<file path="config.mk">
export PLATFORM = sky130hd
export DESIGN_NAME = crc32_mb
export DESIGN_NICKNAME = d
export VERILOG_FILES = /design/src/rtl/crc32_pkg.sv /design/src/rtl/crc32_byte_step.sv /design/src/rtl/crc32_mb.sv
export SDC_FILE = /design/constraint.sdc
export NUM_CORES = 1
export LEC_CHECK = 0
export BUFFER_PORTS_ARGS = -buffer_cell sky130_fd_sc_hd__buf_2
export CELL_PAD_IN_SITES_DETAIL_PLACEMENT = 1
export CELL_PAD_IN_SITES_GLOBAL_PLACEMENT = 2
export CORE_AREA = 3 3 136 138
export CTS_CLUSTER_DIAMETER = 150
export DETAILED_ROUTE_END_ITERATION = 6
export DIE_AREA = 0 0 139 141
export GPL_ROUTABILITY_DRIVEN = 0
export PLACE_DENSITY_LB_ADDON = 0.1
export SYNTH_ARGS = -nofsm -noshare
export SYNTH_HDL_FRONTEND = slang
export SYNTH_SLANG_ARGS = --single-unit
</file>
<file path="constraint.sdc">
create_clock -name clk -period 4.4 [get_ports clk]
set_clock_uncertainty 0.2 [all_clocks]
set_input_delay 0.44 -clock clk [delete_from_list [all_inputs] [get_ports clk]]
set_output_delay 0.44 -clock clk [all_outputs]
set_load 0.02 [all_outputs]
</file>
<file path="src/rtl/crc32_pkg.sv">
// Shared constants, FSM state type and the single-byte reflected update
// used by the PNG/zlib CRC-32 engine.
package crc32_pkg;

    localparam logic [31:0] CRC32_POLY_R = 32'hEDB88320;
    localparam logic [31:0] CRC32_INIT   = 32'hFFFFFFFF;
    localparam logic [31:0] CRC32_XOROUT = 32'hFFFFFFFF;

    typedef enum logic [0:0] {
        IDLE = 1'b0,
        RUN  = 1'b1
    } crc32_state_e;

    // Byte enters LSB-first: fold it into the low bits, then shift out eight bits.
    function automatic logic [31:0] crc32_byte(input logic [31:0] crc, input logic [7:0] b);
        logic [31:0] c;
        c = crc ^ {24'h000000, b};
        for (int k = 0; k < 8; k++) begin
            if (c[0]) c = (c >> 1) ^ CRC32_POLY_R;
            else      c = c >> 1;
        end
        return c;
    endfunction

endpackage

</file>
<file path="src/rtl/crc32_byte_step.sv">
// Combinational single-byte reflected CRC-32 update; one link of the beat chain.
module crc32_byte_step
    import crc32_pkg::*;
(
    input  logic [31:0] crc_i,
    input  logic [7:0]  byte_i,
    output logic [31:0] crc_o
);

    assign crc_o = crc32_byte(crc_i, byte_i);

endmodule

</file>
<file path="src/rtl/crc32_mb.sv">
// Multi-byte-per-cycle CRC-32 engine with run/idle FSM and completion handshake.
// Build option CRC32_PARTIAL_EN adds nbyte_i for a partially filled last beat.
module crc32_mb
    import crc32_pkg::*;
#(
    parameter int DATA_BYTES = 4,
    parameter int NB_WD      = (DATA_BYTES > 1) ? $clog2(DATA_BYTES) : 1
) (
    input  logic                    clk,
    input  logic                    rstn,
    input  logic                    start_i,
    input  logic                    val_i,
    input  logic [8*DATA_BYTES-1:0] dat_i,
    input  logic                    lst_i,
`ifdef CRC32_PARTIAL_EN
    input  logic [NB_WD-1:0]        nbyte_i,
`endif
    output logic                    busy_o,
    output logic                    val_o,
    output logic                    done_o,
    output logic [31:0]             dat_o
);

    // Handshake: no backpressure. A beat is taken on any rising edge where
    // val_i is high and the FSM is in RUN or start_i is high in that cycle;
    // lst_i only counts together with val_i. val_o is a one-cycle pulse in
    // the cycle after the last beat, done_o stays high until the next start_i.

    crc32_state_e state_q, state_d;
    logic [31:0]  crc_q, crc_d;
    logic [31:0]  dat_q, dat_d;
    logic         val_q, val_d;
    logic         done_q, done_d;

    logic [31:0]  seed;
    logic [31:0]  crc_next;
    logic [31:0]  tap [DATA_BYTES];
    logic         accept;

    // start_i reseeds even when a beat arrives in the same cycle.
    assign seed = start_i ? CRC32_INIT : crc_q;

    // tap[i] is the CRC after bytes 0..i of the current beat.
    for (genvar i = 0; i < DATA_BYTES; i++) begin : g_chain
        logic [31:0] c_in;
        logic [31:0] c_out;
        if (i == 0) begin : g_first
            assign c_in = seed;
        end else begin : g_next
            assign c_in = g_chain[i-1].c_out;
        end
        crc32_byte_step u_step (
            .crc_i  (c_in),
            .byte_i (dat_i[8*i +: 8]),
            .crc_o  (c_out)
        );
        assign tap[i] = c_out;
    end

    always_comb begin
        crc_next = tap[DATA_BYTES-1];
`ifdef CRC32_PARTIAL_EN
        if (lst_i) begin
            for (int i = 1; i < DATA_BYTES; i++) begin
                if (nbyte_i == NB_WD'(i)) crc_next = tap[i-1];
            end
        end
`endif
    end

    assign accept = val_i && (start_i || (state_q == RUN));

    always_comb begin
        state_d = state_q;
        crc_d   = crc_q;
        dat_d   = dat_q;
        val_d   = 1'b0;
        done_d  = done_q;
        if (start_i) begin
            state_d = RUN;
            crc_d   = CRC32_INIT;
            done_d  = 1'b0;
        end
        if (accept) begin
            crc_d = crc_next;
            if (lst_i) begin
                dat_d   = crc_next ^ CRC32_XOROUT;
                val_d   = 1'b1;
                done_d  = 1'b1;
                state_d = IDLE;
            end
        end
    end

    always_ff @(posedge clk or negedge rstn) begin
        if (!rstn) begin
            state_q <= IDLE;
            crc_q   <= CRC32_INIT;
            dat_q   <= 32'h00000000;
            val_q   <= 1'b0;
            done_q  <= 1'b0;
        end else begin
            state_q <= state_d;
            crc_q   <= crc_d;
            dat_q   <= dat_d;
            val_q   <= val_d;
            done_q  <= done_d;
        end
    end

    assign busy_o = (state_q == RUN);
    assign val_o  = val_q;
    assign done_o = done_q;
    assign dat_o  = dat_q;

endmodule

</file>
==> results.toml <==
[critical_path]
crit_path_max_fanout = 6
r2r_setup_slack_ps = 140
worstPathArrival_ps = 4340
r2r-end = "dat_o[7]"
crit_path_start_kind = "flip-flop"
reg2reg_from = "crc_q[0]"
crit_type = "flip-flop to flip-flop"
required_ps = 4480
r2r_cells = 10
endpoint_kind = "flip-flop"

[die]
start_util_pct = 36.05
die_y_um = 141
die_x_um = 139
die_area_um2 = 19600
core_area_um2 = 17300
num_rows = 48
io_pins = 72

[grt]
grt_max_degree = 54
grt_usage_pct = 21.05
antenna_found_initial = 1
first_global_vias = 4833
grt_pass1_wl_um = 30740
grt.overflow.total = 0

[outcome]
outcome = "finished, final reports clean"

[clocking]
cts.sinks = 67
cts_max_level = 3
postCtsSetupRepairBufs = 0
cts_inserted_buffers = 9
cts_buffer_depth = 2
path_clk_slew_ps = 70
cts.root.buffer_cell = "clkbuf_16"
cts_tree = "yes"
clk-insertion-delay-late_ps = 350

[sta]
max_clock_freq_mhz = 234.8
worst_pin_slew_ps = 716.1
fin_setup_tns_ps = 0
min_period_ps = 4259
max_slew_margin_pct = 51.92
hold_viol = 0
drv_slew = 0
fin_crit_sh_pct = 96.80
final-setup-viol-count = 0
rsz0062_at_grt = "no"

[synth]
seq_area_frac_synth_pct = 27.53
syn_inst = 540
synth_seq_cells = 67
yosysWarnings = 0
synth_area_um2 = 6235
postSynthAreaPerCell_um2 = 11.55
yosysUniqueCellTypes = 33
syn_nets = 577

[cells_and_area]
drive_above_1_share_pct = 33.89
multi_input_area_um2 = 4424
fill_cells = 1899
final-seq-area_um2 = 1717
antenna_cells = 0
syn_to_final_growth_pct = 21.07
final_nets = 693

[drt]
dr.pass1.iters = 4
wl_um = 19920
drtIter0Drc = 171
drcViolationCount = 0
wl_per_cell_um = 22.48
ant_nets = 0
via_per_inst = 4.815
vias = 4266

[job]
max_cap_viol_count = 0

[min_path]
whs_path_depth = 2
holdPathEnd = "busy_o"
hp-class = "input port to flip-flop"
min_from = "val_i"

[placement]
hpwlAfterDp_um = 16580
io_buffers = 71
==> layout by cell type (no fill, tap or decap), drive strengths merged <==
cell / n
a21oi: 11
nor3: 6
dlygate4sd3: 1
dfstp: 32
clkbuf: 10
o21a: 5
bufinv: 1
xor3: 6
xnor2: 177
o21ai: 42
a22o: 3
clkinv: 2
buf: 127
or3: 2
mux2: 14
nand2b: 1
clkinvlp: 1
xor2: 50
and2: 1
dfrtp: 35
inv: 4
nand2: 25
nor2: 49
nor2b: 1
xnor3: 55
==> how the worst max path moves through the flow <==
stage / from / endpoint / slack [ps] / cells after the start
after floorplan: start_i / dat_o[17] / 140 / 11
after CTS: crc_q[0] / dat_o[4] / 40 / 10
after global routing: crc_q[0] / dat_o[7] / 0.2 / 10
after detailed placement: dat_i[0] / dat_o[4] / 20 / 10
after global placement: dat_i[0] / dat_o[4] / -10 / 10
final: crc_q[0] / dat_o[7] / 140 / 10
==> cell families (layout without fill, tap and decap cells) <==
family / after synthesis / count (layout) / synth area share (%)
XOR/XNOR: 288 / 288 / 57.05
AND/OR/NAND/NOR: 85 / 85 / 5.679
AO/OA/AOI/OAI: 61 / 61 / 5.278
multiplexers: 14 / 14 / 2.589
flip-flops: 67 / 67 / 27.53
buffers and inverters: 25 / 146 / 1.866
==> state kept, by name (all words and copies together), names as in the netlist <==
name / flops
crc_q: 32
dat_o: 32
busy_o: 1
done_o: 1
val_o: 1
==> repair_timing <==
| action | CTS | global route |
|---|---|---|
| setup endpoints to repair | 0 | 4 |
| hold buffers | 1 | 0 |
| resized for setup | 0 | 4 |
| hold endpoints to repair | 7 | 0 |
==> worst max-delay path: stages, from the launching register on <==
cell and delay [ps]:
dfstp_2 640, xnor2_2 100, nor2_4 140, xnor3_2 410, xor3_2 440, xnor3_2 450
xor2_2 210, xnor3_2 530, xnor3_2 500, xnor2_1 350, mux2_2 220
==> synth_stat cells, drive strengths merged <==
cell type / number / share of area [%]
or3: 2 / 0.20
clkbuf: 15 / 0.90
mux2: 14 / 2.6
o21ai: 42 / 3.4
xnor3: 55 / 20
nor2: 49 / 3.2
xnor2: 177 / 27
clkinv: 1 / 0.060
nand2: 25 / 1.5
and2: 1 / 0.10
xor2: 50 / 7.7
nor3: 6 / 0.48
a22o: 3 / 0.42
inv: 1 / 0.060
xor3: 6 / 2.3
dfstp: 32 / 13
nor2b: 1 / 0.10
o21a: 5 / 0.60
a21oi: 11 / 0.88
dfrtp: 35 / 14
nand2b: 1 / 0.10
buf: 8 / 0.84
==> per-stage QoR <==
step / instances / hold slack (ps) / util (%) / setup WS, ps / instance area [um2]
2_1_floorplan: 540 / -55.59 / - / 141.7 / 6235
3_3_place_gp: 869 / 160.5 / 41.70 / -12.30 / 7212
3_5_place_dp: 869 / 172.7 / 41.70 / 21.64 / 7212
4_1_cts: 886 / 95.76 / 43.53 / 39.32 / 7530
5_1_grt: 886 / 112.7 / 43.64 / 0.1870 / 7548
6_report: 886 / 107.0 / 43.64 / 140.9 / 7548
==> metal layers <==
layer  GRT usage, %  vias up  wire, um
li1               -     1999         -
met1          28.31     2122      8956
met2          34.82      110      9330
met3          3.494       33      1038
met4          6.849        2       578
met5              0        -        13
==> area by class of cell <==
| cell class | instances | area share (%) |
|---|---|---|
| Multi-Input combinational cell | 448 | 58.61 |
| Tap cell | 225 | 3.729 |
| Inverter | 2 | 0.09945 |
| Clock buffer | 10 | 3.166 |
| Clock inverter | 6 | 0.9117 |
| Timing Repair Buffer | 128 | 10.74 |
| Sequential cell | 67 | 22.74 |
Power is not shown: default switching activity piles up to over one toggle a cycle in this logic, so the estimate is an artifact.
